===== src/rtl/pic_pkg.sv =====
// rtl/pic_pkg.sv - shared states, default timing and timer helpers for the PIC host master
package pic_pkg;

  // Bus cycle phases for register access (SETUP..HOLD) and interrupt acknowledge (ACK1..DONE)
  typedef enum logic [2:0] {
    ST_IDLE,
    ST_SETUP,
    ST_STROBE,
    ST_HOLD,
    ST_ACK1,
    ST_GAP,
    ST_ACK2,
    ST_DONE
  } pic_state_e;

  localparam int DEF_PULSE_CYCLES = 2;
  localparam int DEF_GAP_CYCLES   = 2;
  localparam int TIMER_W          = 4;

  // The timer flags done when it reaches zero, so an N-cycle phase loads N-1
  function automatic logic [TIMER_W-1:0] cycles_to_load(input int cycles);
    return TIMER_W'(cycles - 1);
  endfunction

endpackage


===== src/rtl/pic_strobe_timer.sv =====
// rtl/pic_strobe_timer.sv - loadable 4-bit down-counter timing strobe and gap phases
module pic_strobe_timer
  import pic_pkg::*;
(
  input  logic               clk,
  input  logic               rst_n,
  input  logic               i_load,
  input  logic [TIMER_W-1:0] i_load_val,
  output logic               o_done
);

  logic [TIMER_W-1:0] r_count;

  // Load on phase entry, otherwise count down and park at zero
  always_ff @(posedge clk or negedge rst_n) begin
    if (!rst_n) begin
      r_count <= '0;
    end else if (i_load) begin
      r_count <= i_load_val;
    end else if (r_count != '0) begin
      r_count <= r_count - 1'b1;
    end
  end

  assign o_done = (r_count == '0);

endmodule


===== src/rtl/pic_host_master.sv =====
// rtl/pic_host_master.sv - host-side bus master for 8259-style PIC register access and INTA
module pic_host_master
  import pic_pkg::*;
#(
  parameter int PULSE_CYCLES = DEF_PULSE_CYCLES,
  parameter int GAP_CYCLES   = DEF_GAP_CYCLES
) (
  input  logic       clk,
  input  logic       rst_n,
  input  logic       cmd_valid,
  output logic       cmd_ready,
  input  logic       cmd_write,
  input  logic       cmd_a0,
  input  logic [7:0] cmd_data,
  output logic       rsp_valid,
  output logic [7:0] rsp_data,
  input  logic       int_en,
  input  logic       INT,
  output logic       vec_valid,
  output logic [7:0] vec_data,
  output logic       chip_select,
  output logic       read_Enable,
  output logic       write_Enable,
  output logic       INTA,
  output logic       A0,
  output logic [7:0] data_out,
  output logic       data_oe,
  input  logic [7:0] data_in
);

  localparam logic [TIMER_W-1:0] PULSE_LOAD = cycles_to_load(PULSE_CYCLES);
  localparam logic [TIMER_W-1:0] GAP_LOAD   = cycles_to_load(GAP_CYCLES);

  pic_state_e         r_state;
  pic_state_e         w_state_nxt;
  logic               w_load;
  logic [TIMER_W-1:0] w_load_val;
  logic               w_done;
  logic               w_int_req;
  logic               w_handshake;
  logic               w_access;

  logic               r_write;
  logic               r_a0;
  logic [7:0]         r_data;
  logic [7:0]         r_rsp_data;
  logic [7:0]         r_vec_data;

  // A pending enabled interrupt blocks new commands so the acknowledge always wins
  assign w_int_req   = INT && int_en;
  assign cmd_ready   = (r_state == ST_IDLE) && !w_int_req;
  assign w_handshake = cmd_valid && cmd_ready;
  assign w_access    = (r_state == ST_SETUP) || (r_state == ST_STROBE) || (r_state == ST_HOLD);

  pic_strobe_timer u_timer (
    .clk        (clk),
    .rst_n      (rst_n),
    .i_load     (w_load),
    .i_load_val (w_load_val),
    .o_done     (w_done)
  );

  // State register
  always_ff @(posedge clk or negedge rst_n) begin
    if (!rst_n) begin
      r_state <= ST_IDLE;
    end else begin
      r_state <= w_state_nxt;
    end
  end

  // Next-state and timer load; timed phases load the timer on entry
  always_comb begin
    w_state_nxt = r_state;
    w_load      = 1'b0;
    w_load_val  = '0;
    case (r_state)
      ST_IDLE: begin
        if (w_int_req) begin
          w_state_nxt = ST_ACK1;
          w_load      = 1'b1;
          w_load_val  = PULSE_LOAD;
        end else if (cmd_valid) begin
          w_state_nxt = ST_SETUP;
        end
      end
      ST_SETUP: begin
        w_state_nxt = ST_STROBE;
        w_load      = 1'b1;
        w_load_val  = PULSE_LOAD;
      end
      ST_STROBE: begin
        if (w_done) w_state_nxt = ST_HOLD;
      end
      ST_HOLD: begin
        w_state_nxt = ST_IDLE;
      end
      ST_ACK1: begin
        if (w_done) begin
          w_state_nxt = ST_GAP;
          w_load      = 1'b1;
          w_load_val  = GAP_LOAD;
        end
      end
      ST_GAP: begin
        if (w_done) begin
          w_state_nxt = ST_ACK2;
          w_load      = 1'b1;
          w_load_val  = PULSE_LOAD;
        end
      end
      ST_ACK2: begin
        if (w_done) w_state_nxt = ST_DONE;
      end
      ST_DONE: begin
        w_state_nxt = ST_IDLE;
      end
      default: begin
        w_state_nxt = ST_IDLE;
      end
    endcase
  end

  // Capture the command on handshake; it stays stable for the whole access
  always_ff @(posedge clk or negedge rst_n) begin
    if (!rst_n) begin
      r_write <= 1'b0;
      r_a0    <= 1'b0;
      r_data  <= '0;
    end else if (w_handshake) begin
      r_write <= cmd_write;
      r_a0    <= cmd_a0;
      r_data  <= cmd_data;
    end
  end

  // Sample read data on the final strobe cycle and the vector on the final ACK2 cycle
  always_ff @(posedge clk or negedge rst_n) begin
    if (!rst_n) begin
      r_rsp_data <= '0;
      r_vec_data <= '0;
    end else begin
      if ((r_state == ST_STROBE) && w_done && !r_write) r_rsp_data <= data_in;
      if ((r_state == ST_ACK2) && w_done)               r_vec_data <= data_in;
    end
  end

  // Bus strobes decode from state only, so reset forces them inactive at once
  always_comb begin
    chip_select  = 1'b1;
    read_Enable  = 1'b1;
    write_Enable = 1'b1;
    INTA         = 1'b1;
    A0           = 1'b0;
    data_oe      = 1'b0;
    data_out     = '0;
    rsp_valid    = 1'b0;
    vec_valid    = 1'b0;
    if (w_access) begin
      chip_select = 1'b0;
      A0          = r_a0;
      data_oe     = r_write;
      data_out    = r_data;
    end
    if (r_state == ST_STROBE) begin
      write_Enable = !r_write;
      read_Enable  = r_write;
    end
    if ((r_state == ST_ACK1) || (r_state == ST_ACK2)) INTA = 1'b0;
    if ((r_state == ST_HOLD) && !r_write)             rsp_valid = 1'b1;
    if (r_state == ST_DONE)                           vec_valid = 1'b1;
  end

  assign rsp_data = r_rsp_data;
  assign vec_data = r_vec_data;

endmodule


===== config.mk =====
export PLATFORM = sky130hd
export DESIGN_NAME = pic_host_master
export DESIGN_NICKNAME = d
export VERILOG_FILES = /design/src/rtl/pic_pkg.sv /design/src/rtl/pic_strobe_timer.sv /design/src/rtl/pic_host_master.sv
export SDC_FILE = /design/constraint.sdc
export NUM_CORES = 1
export LEC_CHECK = 0
export CAP_MARGIN = 15
export CORE_MARGIN = 2
export CORE_UTILIZATION = 39
export DETAILED_ROUTE_END_ITERATION = 16
export PLACE_DENSITY = 0.77
export SYNTH_ARGS = -nofsm -noshare
export SYNTH_HDL_FRONTEND = slang
export SYNTH_HIERARCHICAL = 1
export SYNTH_SLANG_ARGS = --single-unit

===== constraint.sdc =====
create_clock -name clk -period 2.35 [get_ports clk]
set_input_delay 0.235 -clock clk [delete_from_list [all_inputs] [get_ports clk]]
set_output_delay 0.235 -clock clk [all_outputs]
set_load 0.02 [all_outputs]

==> impl_metrics.tcl <==
set metrics [dict create \
    status "finished, final reports clean" \
    gp_congestion 0.698 \
    synthTopCellsByArea "dfrtp_1 54%, mux2_2 20%, and2_1 3.7%" \
    combPwrFrac 0.432 \
    leakagePower_nw 0.931 \
    ys.flop_type "dfrtp_1" \
    num_vias 1099 \
    async_flop_share 1.00 \
    finalCritPeriodShare 0.930 \
    yosys.area.top_type "dfrtp_1" \
    start_util 0.409 \
    critPathLaunchType "register" \
    grt_usage 0.150 \
    p_seq_frac 0.376 \
    die_x_um 66.5 \
    critical_path_class "reg -> out" \
    drt_iter0_drc 21 \
    remaining_drc_errors 0 \
    synthCells 117 \
    grt_max_degree 34 \
    n_antenna_cell 0 \
    design_area_um2 2250 \
    finalHoldViolCount 0 \
    synth_top_family_by_area "multiplexers" \
    vias_per_cell 4.82 \
    ys_seq_elements 33 \
    grt_overflow 0 \
    routedWlPerCell_um 13.3 \
    drtAntennaViolNets 0 \
    clock_skew_ps 8.01 \
    io_buffers 55 \
    critPathArrivalTime_ps 1950 \
    ios 56 \
    worst_ir_drop_vdd_mv 0.739 \
    finalMaxSlewViolations 0 \
    synth_commonest_cells "33 x dfrtp_1, 27 x mux2_2, 9 x and2_1" \
    antenna_found_initial 0 \
    yosysWarnings 6 \
    wl_um 3040 \
    drive_above_1_share 0.250 \
    first_pass_iters 4 \
    finalCriticalPeriod_ps 2190 \
    ff2ff_path_depth 8 \
    yosys-mux-area-fraction 0.213 \
    synth_edf_count 0 \
    clk_latency_ps 270 \
    die_h_um 66.5 \
    hpwl_um 2320 \
    synthSimpleGateAreaFrac 0.146 \
    rows 22 \
    synth.top_cell.area_share 0.543 \
    num-nets-final 203 \
    clkPwrFrac 0.192 \
    switching_power_mw 0.919 \
    placed_area_um2 2130 \
    setup_viol 0 \
    rsz0062_at_grt "false" \
    relSlewSlack 0.655 \
    tns_ps 0 \
    grt_pass1_wl_um 4910 \
    maxCapViolations 0 \
    hold_buffers 0 \
    cts_tree "built" \
    powerDensity_nw_per_um2 1230 \
    max_freq_mhz 457 \
    grt_pass1_vias 1122 \
    yosysMostFrequentCell "dfrtp_1" \
    ys_seq_area_frac 0.543 \
    htreeDepth 2 \
    end_kind "output port" \
    synth_cell_types 34 \
    dieArea_um2 4420 \
    crit_path_max_fanout 14 \
    cts_buffers 5 \
    cts-root-buf "clkbuf_8" \
    p_int_mw 1.85 \
    hold_class "in -> async" \
    synth_compound_area_frac 0.0535 \
    numClockSinks 33 \
    fp.coreArea_um2 3720 \
    worst_slew_pin_slew_ps 516 \
    synth-xor-area-share 0.00576 \
    syn-cell-area_um2 1520 \
    required_ps 2120 \
    postSynthAreaPerCell_um2 13.0 \
    area_growth_pct 47.9 \
    yosys.area_share.adder 0.00822 \
    swShare 0.331 \
    cts.path.max_buffers 2 \
    cts.clk_slew.worst_paths_ps 70 \
]
## power by group through the flow
| stage | clock network [mW] | registers (mW) | logic [mW] |
|---|---|---|---|
| floorplan | 0 | 1.17 | 0.584 |
| global placement | 0 | 1.03 | 1.17 |
| detailed placement | 0 | 1.05 | 1.21 |
| CTS | 0.550 | 1.04 | 1.22 |
| global route | 0.578 | 1.09 | 1.29 |
| finish | 0.533 | 1.04 | 1.20 |
## metal layers
layer / track usage / share of wire / up-vias
met1: 0.161 / 0.40 / 525
met5: 0 / 0 / -
met3: 0.0270 / 0.065 / 2
li1: - / - / 530
met2: 0.275 / 0.52 / 42
met4: 0.0842 / 0.013 / 0
## repair_timing
action                     4_1_cts  5_1_grt
setup endpoints to repair        1        4
gates resized for setup          1        1
setup buffers                    0        0
## cells in the final DEF (no fill, tap or decap), types with 2 or more instances in the layout
| master | count |
|---|---|
| a21oi_1 | 2 |
| and2_1 | 9 |
| and3_2 | 2 |
| buf_4 | 2 |
| clkbuf_8 | 6 |
| clkdlybuf4s50_1 | 55 |
| conb_1 | 3 |
| dfrtp_1 | 32 |
| inv_1 | 5 |
| mux2_2 | 27 |
| mux2i_1 | 2 |
| nand2_1 | 3 |
| nand3_4 | 2 |
| nor2_1 | 2 |
| nor3_1 | 3 |
| nor3b_1 | 2 |
| o21ai_0 | 2 |
## registers in the layout, summed over array words and instances, names as in the netlist
name             flops
u_timer/r_count      4
r_state              3
rsp_data             8
r_data               8
r_write              1
vec_data             8
r_a0                 1
## metrics by stage
step | util | power (mW) | hold slack, ps | setup slack, ps | std cells
finish | 0.606 | 2.77 | 359 | 163 | 228
global route | 0.606 | 2.96 | 424 | 67.9 | 228
CTS | 0.605 | 2.81 | 373 | 113 | 228
detailed placement | 0.573 | 2.26 | 492 | 297 | 220
global placement | 0.573 | 2.20 | 478 | 365 | 220
floorplan | - | 1.75 | -60.6 | 189 | 119
## cells by family after synthesis
family                     Yosys count
and+or+nand+nor                     31
buffers and inverters                9
other                                1
adders and majority gates            1
DFF                                 33
muxes                               29
AOI/OAI and AO/OA                   12
xor gates and xnor gates             1
## final timing paths
| check | startpoint | end | slack, ps |
|---|---|---|---|
| worst max-delay path | r_state[2] | rsp_valid | 160 |
| worst min-delay path | rst_n | r_data[0] | 360 |
| worst max register to register | u_timer/r_count[0] | u_timer/r_count[3] | 350 |
| worst min register to register | r_data[2] | r_data[2] | 500 |
| max in group asynchronous | rst_n | r_state[0] | 1690 |
| min in group clk | r_data[2] | r_data[2] | 500 |
## cell type report
type / instances / area (um^2)
Clock inverter: 1 / 30.0
Tap cell: 48 / 60.1
Inverter: 5 / 18.8
Multi-Input combinational cell: 77 / 663
Timing Repair Buffer: 57 / 566
Sequential cell: 33 / 827
Fill cell: 324 / 1470
Clock buffer: 7 / 86.3
## worst max-delay path, cell delays in order (launching register included)
cell             delay (ps)
dfrtp_1                 540
nor2_1                  320
and3_2                  220
clkdlybuf4s50_1         590
(Power assumes the default switching activity.)
